$ cat config.mk
export PLATFORM = sky130hd
export DESIGN_NAME = secded_scrubber
export DESIGN_NICKNAME = d
export VERILOG_FILES = /design/src/rtl/secded_pkg.sv /design/src/rtl/secded74_codec.sv /design/src/rtl/secded_scrubber.sv
export SDC_FILE = /design/constraint.sdc
export NUM_CORES = 1
export LEC_CHECK = 0
export BUFFER_PORTS_ARGS = -buffer_cell sky130_fd_sc_hd__buf_2
export CORE_MARGIN = 2
export CORE_UTILIZATION = 49
export DETAILED_ROUTE_END_ITERATION = 10
export GPL_TIMING_DRIVEN = 0
export PLACE_DENSITY = 0.7
export SETUP_SLACK_MARGIN = 0.4
export SLEW_MARGIN = 20
export SYNTH_ARGS = -nofsm -noshare
export SYNTH_HDL_FRONTEND = slang
export SYNTH_HIERARCHICAL = 1
export SYNTH_SLANG_ARGS = --single-unit
$ cat constraint.sdc
create_clock -name i_clk -period 1.9 [get_ports i_clk]
set_input_delay 0.19 -clock i_clk [delete_from_list [all_inputs] [get_ports i_clk]]
set_output_delay 0.19 -clock i_clk [all_outputs]
set_load 0.05 [all_outputs]
$ cat src/rtl/secded_pkg.sv
// secded_pkg: codeword geometry, Hamming bit positions and controller states for the SECDED scrubber.
package secded_pkg;
  localparam int CW_W = 8;
  localparam int DW = 4;
  localparam int P1 = 0;
  localparam int P2 = 1;
  localparam int D0 = 2;
  localparam int P4 = 3;
  localparam int D1 = 4;
  localparam int D2 = 5;
  localparam int D3 = 6;
  localparam int PB = 7;
  typedef enum logic [2:0] {IDLE, WAIT, S_RD, S_CHK, S_WB, H_RD, H_CHK} state_t;
endpackage

$ cat src/rtl/secded74_codec.sv
// secded74_codec: combinational Hamming(7,4)+overall-parity encoder and single-correct/double-detect decoder.
module secded74_codec
  import secded_pkg::*;
(
  input  logic [DW-1:0]   i_data,
  output logic [CW_W-1:0] o_code,
  input  logic [CW_W-1:0] i_code,
  output logic [DW-1:0]   o_data,
  output logic [CW_W-1:0] o_fixed,
  output logic            o_err1,
  output logic            o_err2
);
  logic [6:0] h;
  logic [2:0] s;
  logic       p;
  always_comb begin
    h = '0;
    h[D0] = i_data[0];
    h[D1] = i_data[1];
    h[D2] = i_data[2];
    h[D3] = i_data[3];
    h[P1] = i_data[0] ^ i_data[1] ^ i_data[3];
    h[P2] = i_data[0] ^ i_data[2] ^ i_data[3];
    h[P4] = i_data[1] ^ i_data[2] ^ i_data[3];
  end
  assign o_code = {^h, h};
  assign s = {i_code[P4] ^ i_code[D1] ^ i_code[D2] ^ i_code[D3],
              i_code[P2] ^ i_code[D0] ^ i_code[D2] ^ i_code[D3],
              i_code[P1] ^ i_code[D0] ^ i_code[D1] ^ i_code[D3]};
  assign p = ^i_code;
  // Odd overall parity means one flipped bit: syndrome names it, zero syndrome blames the parity bit itself.
  assign o_fixed = i_code ^ (!p ? 8'h00 : (s == 3'd0 ? 8'h01 << PB : 8'h01 << (s - 3'd1)));
  assign o_data = {o_fixed[D3], o_fixed[D2], o_fixed[D1], o_fixed[D0]};
  assign o_err1 = p;
  assign o_err2 = !p && s != 3'd0;
endmodule

$ cat src/rtl/secded_scrubber.sv
// secded_scrubber: arbitrates one SECDED-protected memory between host accesses and a periodic background scrubber.
module secded_scrubber
  import secded_pkg::*;
#(
  parameter int ADDR_W = 4,
  parameter int INTERVAL = 16,
  parameter int CNT_W = 8
) (
  input  logic              i_clk,
  input  logic              i_rst,
  input  logic              i_enable,
  input  logic              i_host_req,
  input  logic              i_host_we,
  input  logic [ADDR_W-1:0] i_host_addr,
  input  logic [DW-1:0]     i_host_wdata,
  output logic              o_host_gnt,
  output logic              o_host_rvalid,
  output logic [DW-1:0]     o_host_rdata,
  output logic              o_host_err1,
  output logic              o_host_err2,
  output logic              o_mem_en,
  output logic              o_mem_we,
  output logic [ADDR_W-1:0] o_mem_addr,
  output logic [CW_W-1:0]   o_mem_wdata,
  input  logic [CW_W-1:0]   i_mem_rdata,
  input  logic              i_clr_status,
  output logic [CNT_W-1:0]  o_corr_cnt,
  output logic [CNT_W-1:0]  o_uncorr_cnt,
  output logic              o_uncorr_valid,
  output logic [ADDR_W-1:0] o_uncorr_addr,
  output logic              o_pass_done,
  output logic              o_busy
);
  localparam int IW = INTERVAL > 1 ? $clog2(INTERVAL) : 1;
  state_t            state_q, state_d, back;
  logic [IW-1:0]     cnt_q, cnt_d;
  logic [ADDR_W-1:0] addr_q, addr_d, ua_q, ua_d;
  logic [CW_W-1:0]   wb_q, wb_d, enc, fixed;
  logic [DW-1:0]     rdata_q, rdata_d, dec;
  logic [CNT_W-1:0]  corr_q, corr_d, uncorr_q, uncorr_d;
  logic              rvalid_q, rvalid_d, err1_q, err1_d, err2_q, err2_d;
  logic              uv_q, uv_d, pd_q, pd_d, e1, e2, host_ok, step_done;
  secded74_codec u_codec (
    .i_data(i_host_wdata), .o_code(enc), .i_code(i_mem_rdata),
    .o_data(dec), .o_fixed(fixed), .o_err1(e1), .o_err2(e2)
  );
  assign host_ok = (state_q == IDLE || state_q == WAIT) && i_host_req;
  assign back = i_enable ? WAIT : IDLE;
  assign o_host_gnt = host_ok;
  assign o_mem_en = host_ok || state_q == S_RD || state_q == S_WB;
  assign o_mem_we = (host_ok && i_host_we) || state_q == S_WB;
  assign o_mem_addr = host_ok ? i_host_addr : addr_q;
  assign o_mem_wdata = !o_mem_we ? '0 : host_ok ? enc : wb_q;
  assign o_host_rvalid = rvalid_q;
  assign o_host_rdata = rdata_q;
  assign o_host_err1 = err1_q;
  assign o_host_err2 = err2_q;
  assign o_corr_cnt = corr_q;
  assign o_uncorr_cnt = uncorr_q;
  assign o_uncorr_valid = uv_q;
  assign o_uncorr_addr = ua_q;
  assign o_pass_done = pd_q;
  assign o_busy = !(state_q == IDLE || state_q == WAIT);
  always_comb begin
    state_d = state_q;
    cnt_d = cnt_q;
    addr_d = addr_q;
    wb_d = wb_q;
    rdata_d = rdata_q;
    rvalid_d = 1'b0;
    err1_d = 1'b0;
    err2_d = 1'b0;
    pd_d = 1'b0;
    corr_d = corr_q;
    uncorr_d = uncorr_q;
    uv_d = uv_q;
    ua_d = ua_q;
    step_done = 1'b0;
    unique case (state_q)
      IDLE, WAIT:
        if (host_ok) state_d = i_host_we ? back : H_RD;
        else if (state_q == IDLE || !i_enable) state_d = back;
        else if (cnt_q == IW'(INTERVAL - 1)) begin
          state_d = S_RD;
          cnt_d = '0;
        end else cnt_d = cnt_q + 1'b1;
      S_RD: state_d = S_CHK;
      S_CHK: begin
        wb_d = fixed;
        if (e1) begin
          state_d = S_WB;
          corr_d = corr_q + CNT_W'(~&corr_q);
        end else begin
          step_done = 1'b1;
          if (e2) begin
            uncorr_d = uncorr_q + CNT_W'(~&uncorr_q);
            uv_d = 1'b1;
            ua_d = uv_q ? ua_q : addr_q;
          end
        end
      end
      S_WB: step_done = 1'b1;
      H_RD: begin
        state_d = H_CHK;
        rvalid_d = 1'b1;
        rdata_d = dec;
        err1_d = e1;
        err2_d = e2;
      end
      H_CHK: state_d = back;
      default: state_d = IDLE;
    endcase
    if (step_done) begin
      addr_d = addr_q + 1'b1;
      pd_d = &addr_q;
      state_d = back;
    end
    if (state_d == IDLE) cnt_d = '0;
    // Clearing beats any same-cycle increment or capture.
    if (i_clr_status) begin
      corr_d = '0;
      uncorr_d = '0;
      uv_d = 1'b0;
      ua_d = '0;
    end
  end
  always_ff @(posedge i_clk or posedge i_rst) begin
    if (i_rst) begin
      state_q <= IDLE;
      cnt_q <= '0;
      addr_q <= '0;
      wb_q <= '0;
      rdata_q <= '0;
      rvalid_q <= 1'b0;
      err1_q <= 1'b0;
      err2_q <= 1'b0;
      pd_q <= 1'b0;
      corr_q <= '0;
      uncorr_q <= '0;
      uv_q <= 1'b0;
      ua_q <= '0;
    end else begin
      state_q <= state_d;
      cnt_q <= cnt_d;
      addr_q <= addr_d;
      wb_q <= wb_d;
      rdata_q <= rdata_d;
      rvalid_q <= rvalid_d;
      err1_q <= err1_d;
      err2_q <= err2_d;
      pd_q <= pd_d;
      corr_q <= corr_d;
      uncorr_q <= uncorr_d;
      uv_q <= uv_d;
      ua_q <= ua_d;
    end
  end
endmodule

## Yosys cells after proc, flatten, opt, wreduce, memory -nomap -nowiden

Cells that the tools add are included.

- Flip-flop bits (word level): 48
- Bits in read-only memories: 0
- Bits of input ports: 22
- Word-level logic and storage cells: 117
- RAM bits: 0
- Memories: 0
- Bits in latches: 0
- Output and inout port bits: 45

- Muxes and demuxes: 40
- Reduce and logical (&&, ||, !) cells: 31
- Order comparisons: 0
- Add/sub/neg operators: 5
- Div/mod/pow operators: 0
- Multiply operators: 0
- Shift-type cells: 1
- Eq/ne operators: 11
- Bitwise gates (word level): 16

Operators with widths:

| cell | number |
|---|---|
| $mux W8 | 11 |
| $mux W4 | 11 |
| $mux W3 | 6 |
| $pmux W3 S6 | 1 |
| $add A8 B1 Y8 | 2 |
| $reduce_and A8 Y1 | 2 |
| $xor A1 B1 Y1 | 15 |
| $mux W1 | 10 |
| $eq A3 B3 Y1 const B | 3 |
| $logic_not A3 Y1 | 3 |
| $add A4 B1 Y4 const B | 2 |
| $reduce_and A4 Y1 | 2 |
| $reduce_bool A2 Y1 | 4 |
| $reduce_xor A8 Y1 | 1 |
| $shl A1 B3 Y8 const A | 1 |
| $xor A8 B8 Y8 | 1 |
| $reduce_xor A7 Y1 | 1 |
| $eq A3 B2 Y1 const B | 2 |
| $reduce_and A3 Y1 | 2 |
| $logic_not A1 Y1 | 5 |
| $logic_or A1 B1 Y1 | 5 |
| $eq A4 B4 Y1 const B | 1 |
| $ne A2 B1 Y1 const B | 2 |
| $ne A2 B2 Y1 const B | 2 |
| other kinds (7) | 9 |

## Depth between registers and ports, before layout

- Depth after elaboration: 9
- Gate-level depth with buffers: 10
- Depth with buffers taken out: 9

## Modules after synthesis

The synthesis kept the hierarchy.

By module, submodules not included:

| module | instances | cells each | sequential area each (um2) | area an instance (um2) |
|---|---|---|---|---|
| secded_scrubber | 1 | 253 | 1,201.2 | 2,502.4 |
| secded74_codec | 1 | 52 | 0.0 | 417.9 |

## Worst setup path before layout

Ideal clock, no wire load.

- Kind: reg2out
- Start: register state_q[2]
- End: output o_mem_wdata[2]
- Arrival time: 2.039 ns
- Cell stages (with the launch flop): 8
- Required time: 1.710 ns
- Path slack: -0.329 ns
- Path buffers: 2
- Path through: dfrtp_1 > buf_4 > nor2_1 > nand2_1 > inv_2 > buf_2 > nand2_1 > a21oi_1

- Longest elaborated chain between the ends: 6
- Elaborated cells on any way between the ends: 9
- Classes of those cells: eq/ne: 2; mux: 2; reduce/logical: 5

Ends and longest elaborated chain:

| item | RTL line | source |
|---|---|---|
| from (decl) | secded_scrubber.sv:35 | `state_t state_q, state_d, back;` |
| from (signal assigned) | secded_scrubber.sv:143 | `state_q <= state_d;` |
| $eq A3 B1 Y1 / $logic_not A3 Y1 (equally long branches) | secded_scrubber.sv:47 | `assign host_ok = (state_q == IDLE \|\| state_q == WAIT) && i_host_req;` |
| $logic_or A1 B1 Y1 (*) | secded_scrubber.sv:47 |  |
| $logic_and A1 B1 Y1 (*) | secded_scrubber.sv:47 |  |
| via o_host_gnt | secded_scrubber.sv:16 | `output logic o_host_gnt,` |
| $logic_and A1 B1 Y1 | secded_scrubber.sv:51 | `assign o_mem_we = (host_ok && i_host_we) \|\| state_q == S_WB;` |
| $logic_or A1 B1 Y1 | secded_scrubber.sv:51 |  |
| $mux W8 (*) | secded_scrubber.sv:53 | `assign o_mem_wdata = !o_mem_we ? '0 : host_ok ? enc : wb_q;` |
| to (decl) | secded_scrubber.sv:24 | `output logic [CW_W-1:0] o_mem_wdata,` |

The timed path passes the listed nets; every way through them passes the cells marked *.

## Worst setup path after layout

- Start: input i_mem_rdata[6]
- End: register wb_q[2]

- Longest elaborated chain between the ends: 6
- Elaborated cells on any way between the ends: 10
- Classes of those cells: add/sub: 1; shift: 1; mux: 2; bitwise: 4; reduce/logical: 2

Ends and longest elaborated chain:

| item | RTL line | source |
|---|---|---|
| from (decl) | secded_scrubber.sv:25 | `input logic [CW_W-1:0] i_mem_rdata,` |
| $xor A1 B1 Y1, on equally long branches | secded74_codec.sv:29, secded74_codec.sv:27, secded74_codec.sv:28 |  |
| $sub A3 B1 Y3 | secded74_codec.sv:32 | `assign o_fixed = i_code ^ (!p ? 8'h00 : (s == 3'd0 ? 8'h01 << PB : 8'h01 << (s - 3'd1)));` |
| $shl A1 B3 Y8 | secded74_codec.sv:32 |  |
| $mux W8 | secded74_codec.sv:32 |  |
| $mux W8 (*) | secded74_codec.sv:32 |  |
| $xor A8 B8 Y8 (*) | secded74_codec.sv:32 |  |
| via dec[0] | secded_scrubber.sv:39 | `logic [DW-1:0] rdata_q, rdata_d, dec;` |
| to (signal assigned) | secded_scrubber.sv:146 | `wb_q <= wb_d;` |
| to (decl) | secded_scrubber.sv:38 | `logic [CW_W-1:0] wb_q, wb_d, enc, fixed;` |

Marked as above.
A chain may end at the register's enable or synchronous reset.

==> flow_metrics.tcl <==
set metrics [dict create \
    status "completed" \
    synth_xor_area_share_pct 12.9 \
    fin_cells 520 \
    critPathArrivalTime_ns 2.05 \
    drt_first_pass_iters 5 \
    place_area_um2 3780 \
    cpPeakStageDelay_ns 0.35 \
    synth_top_family_by_area "simple AND/OR/NAND/NOR gates" \
    cts-buffers-inserted 5 \
    synthCells 305 \
    worst_pin_slew_ns 0.772 \
    cp_data_required_time_ns 2.10 \
    post-place-cells 447 \
    crit_buf_inv 3 \
    grt_max_degree 32 \
    period_share_pct 97.1 \
    cts.clk_slew.worst_paths_ns 0.10 \
    path_cells "buf_12 > xnor2_4 > xor2_2 > nor2_2 > buf_4 > ha_4 > nand2_4 > nor2_2 > xor2_1 > buf_4 > mux2_2" \
    dp_hpwl_mm 4.83 \
    via_per_inst 5.43 \
    p_leak_nw 2.40 \
    cts_max_path_buffers 2 \
    postLayoutCoreUtil_pct 85.8 \
    fp-row-count 28 \
    clkSinkCount 48 \
    crit_slowest_cell "ha_4" \
    startpoint_type "input pin" \
    synth_fa_ha_area_share_pct 3.43 \
    power_density_nw_per_um2 1260 \
    worst_setup_path_end_kind "register" \
    finClkSkew_ns 0.00955 \
    ir_drop_mv 0.923 \
    rsz0062_at_grt "true" \
    initial_core_util_pct 49.9 \
    synth-edff-count 0 \
    yosysWarnings 6 \
    ioPinCount 67 \
    gp_congestion 0.792 \
    die_h_um 81.2 \
    hp-class "input pin to async pin" \
    synth_mux_area_share_pct 5.57 \
    drc 0 \
    synthSimpleGateAreaFrac_pct 25.1 \
    grt_use_total_pct 27.9 \
    drtIter0Drc 131 \
    total_power_mw 6.33 \
    final_hold_viol_count 0 \
    synth_nets 335 \
    syn_to_final_growth_pct 72.0 \
    min_period_ns 1.85 \
    cts_root_buf "clkbuf_8" \
    avgSynthCellArea_um2 9.57 \
    postLayoutCellArea_um2 5020 \
    grt_pass1_wl_mm 13.8 \
    drt-total-wl_mm 10.1 \
    async_flop_share_pct 100 \
    path_delay_family "XOR/XNOR gates" \
    r2r_start "state_q[2]" \
    critPathMaxFanout 6 \
    synth-compound-area-share_pct 6.64 \
    die_x_um 81.2 \
    core_um2 5850 \
    synth_area_um2 2920 \
    drive_above_1_share_pct 63.1 \
    maxCapViolations 0 \
    overflow 0 \
    relSlewSlack_pct 48.5 \
    layout_commonest_cell "buf_4" \
    crit_type "input pin to register" \
    nNetsFinal 474 \
    drt-wirelength-per-cell_um 19.3 \
    synth_seq_cells 48 \
    finalMaxSlewViolations 0 \
    clk_latency_ns 0.31 \
    final_antenna_net_count 0 \
    die-area_um2 6590 \
    setup_viol_count_final 0 \
    synth_seq_area_share_pct 41.1 \
    grt_pass1_vias 2804 \
    via_count 2825 \
    io_buffers 66 \
    fmax_mhz 542 \
    synth_flop_cell "dfrtp_1" \
    cts_tree "done" \
    ys_types 50 \
    antenna_found_initial 0 \
    crit_start "i_mem_rdata[6]" \
    layout_common_cells "buf_4, buf_2, nand2_1" \
    htree_levels 2 \
    antenna_cells 0 \
]
-- state kept, by name, summed over array words and instances (netlist names) --
signal and cells:
cnt_q 4, wb_q 8, o_uncorr_valid 1, o_pass_done 1
o_host_rdata 4, o_host_err1 1, o_corr_cnt 8, o_uncorr_cnt 8
state_q 3, o_uncorr_addr 4, addr_q 4, o_host_err2 1
o_host_rvalid 1
-- cells by family after synthesis --
family,after synthesis
xor gates and xnor gates,43
muxes,15
DFF,48
AOI/OAI and AO/OA,27
buffers and inverters,27
adders and majority gates,8
and+or+nand+nor,137
-- per-stage QoR --
step	hold slack [ns]	setup slack (ns)	TNS (ns)
2_1_floorplan	0.249	0.0122	0
3_3_place_gp	0.375	-0.341	-16.74
3_5_place_dp	0.357	-0.366	-7.69
4_1_cts	0.0241	0.0888	0
5_1_grt	0.0558	-0.0241	-0.0751
6_report	0.0198	0.0550	0
-- report_power, final --
group	total (mW)	switching [mW]	internal [mW]	leakage [nW]
clock	0.765	0.370	0.395	0.0524
combinational	4.12	2.33	1.79	1.74
sequential	1.45	0.191	1.26	0.609
-- worst register-to-register path, delay by kind of cell, from the launching register on --
kind                   cells  cell delay (ns)
AO/OA/AOI/OAI              1             0.14
buffers and inverters      3             0.52
flip-flops                 1             0.40
multiplexers               1             0.30
AND/OR/NAND/NOR            1             0.33
-- final timing paths --
check,cells past startpoint,slack (ns),end
setup / recovery,11,0.05,wb_q[2]
hold / removal,2,0.02,o_pass_done
setup reg to reg,6,0.14,addr_q[1]
hold reg to reg,2,0.49,o_host_rdata[1]
max in group asynchronous,3,1.30,state_q[0]
min in group i_clk,2,0.06,o_uncorr_cnt[1]
-- synth_stat cells, types with 3 or more instances --
cell type | number | area (um2)
inv_1 | 8 | 30.0
mux2i_1 | 5 | 50.1
buf_2 | 4 | 20.0
nand4_1 | 10 | 62.6
mux2_2 | 9 | 101
and2_1 | 4 | 25.0
xnor2_1 | 22 | 193
ha_1 | 8 | 100
dfrtp_1 | 48 | 1200
nand2b_1 | 4 | 25.0
nand3_1 | 10 | 50.1
nor2b_1 | 3 | 18.8
and3_1 | 3 | 18.8
nor2_1 | 23 | 86.3
nand2_1 | 57 | 214
xor2_1 | 21 | 184
a21oi_1 | 17 | 85.1
buf_4 | 10 | 75.1
-- cell type report --
cell class,count,area [um2]
multi-input cells,231,2280
flip-flops and latches,48,1220
repair buffers,131,1120
fillers,295,828
plain buffers,18,163
well taps,75,93.8
clock buffers,7,76.3
inverters,9,45.0
clock inverters,1,30.0
-- metal layers --
metal	routed length, um	global-route usage, %	part of all wire [%]	up-vias
met5	0	0	0	-
met4	321	7.12	3.2	0
met3	394	4.78	3.9	23
met2	5390	51.1	54	86
met1	3950	33.9	39	1415
li1	-	-	-	1301
-- timing repair --
action	in CTS	in global routing
endpoints found under the setup margin	58	59
setup buffers	47	15
pin swaps	57	41
resized for setup	108	45
gates cloned	3	0
hold buffers	0	0
Power figures use the tool's default switching activity.
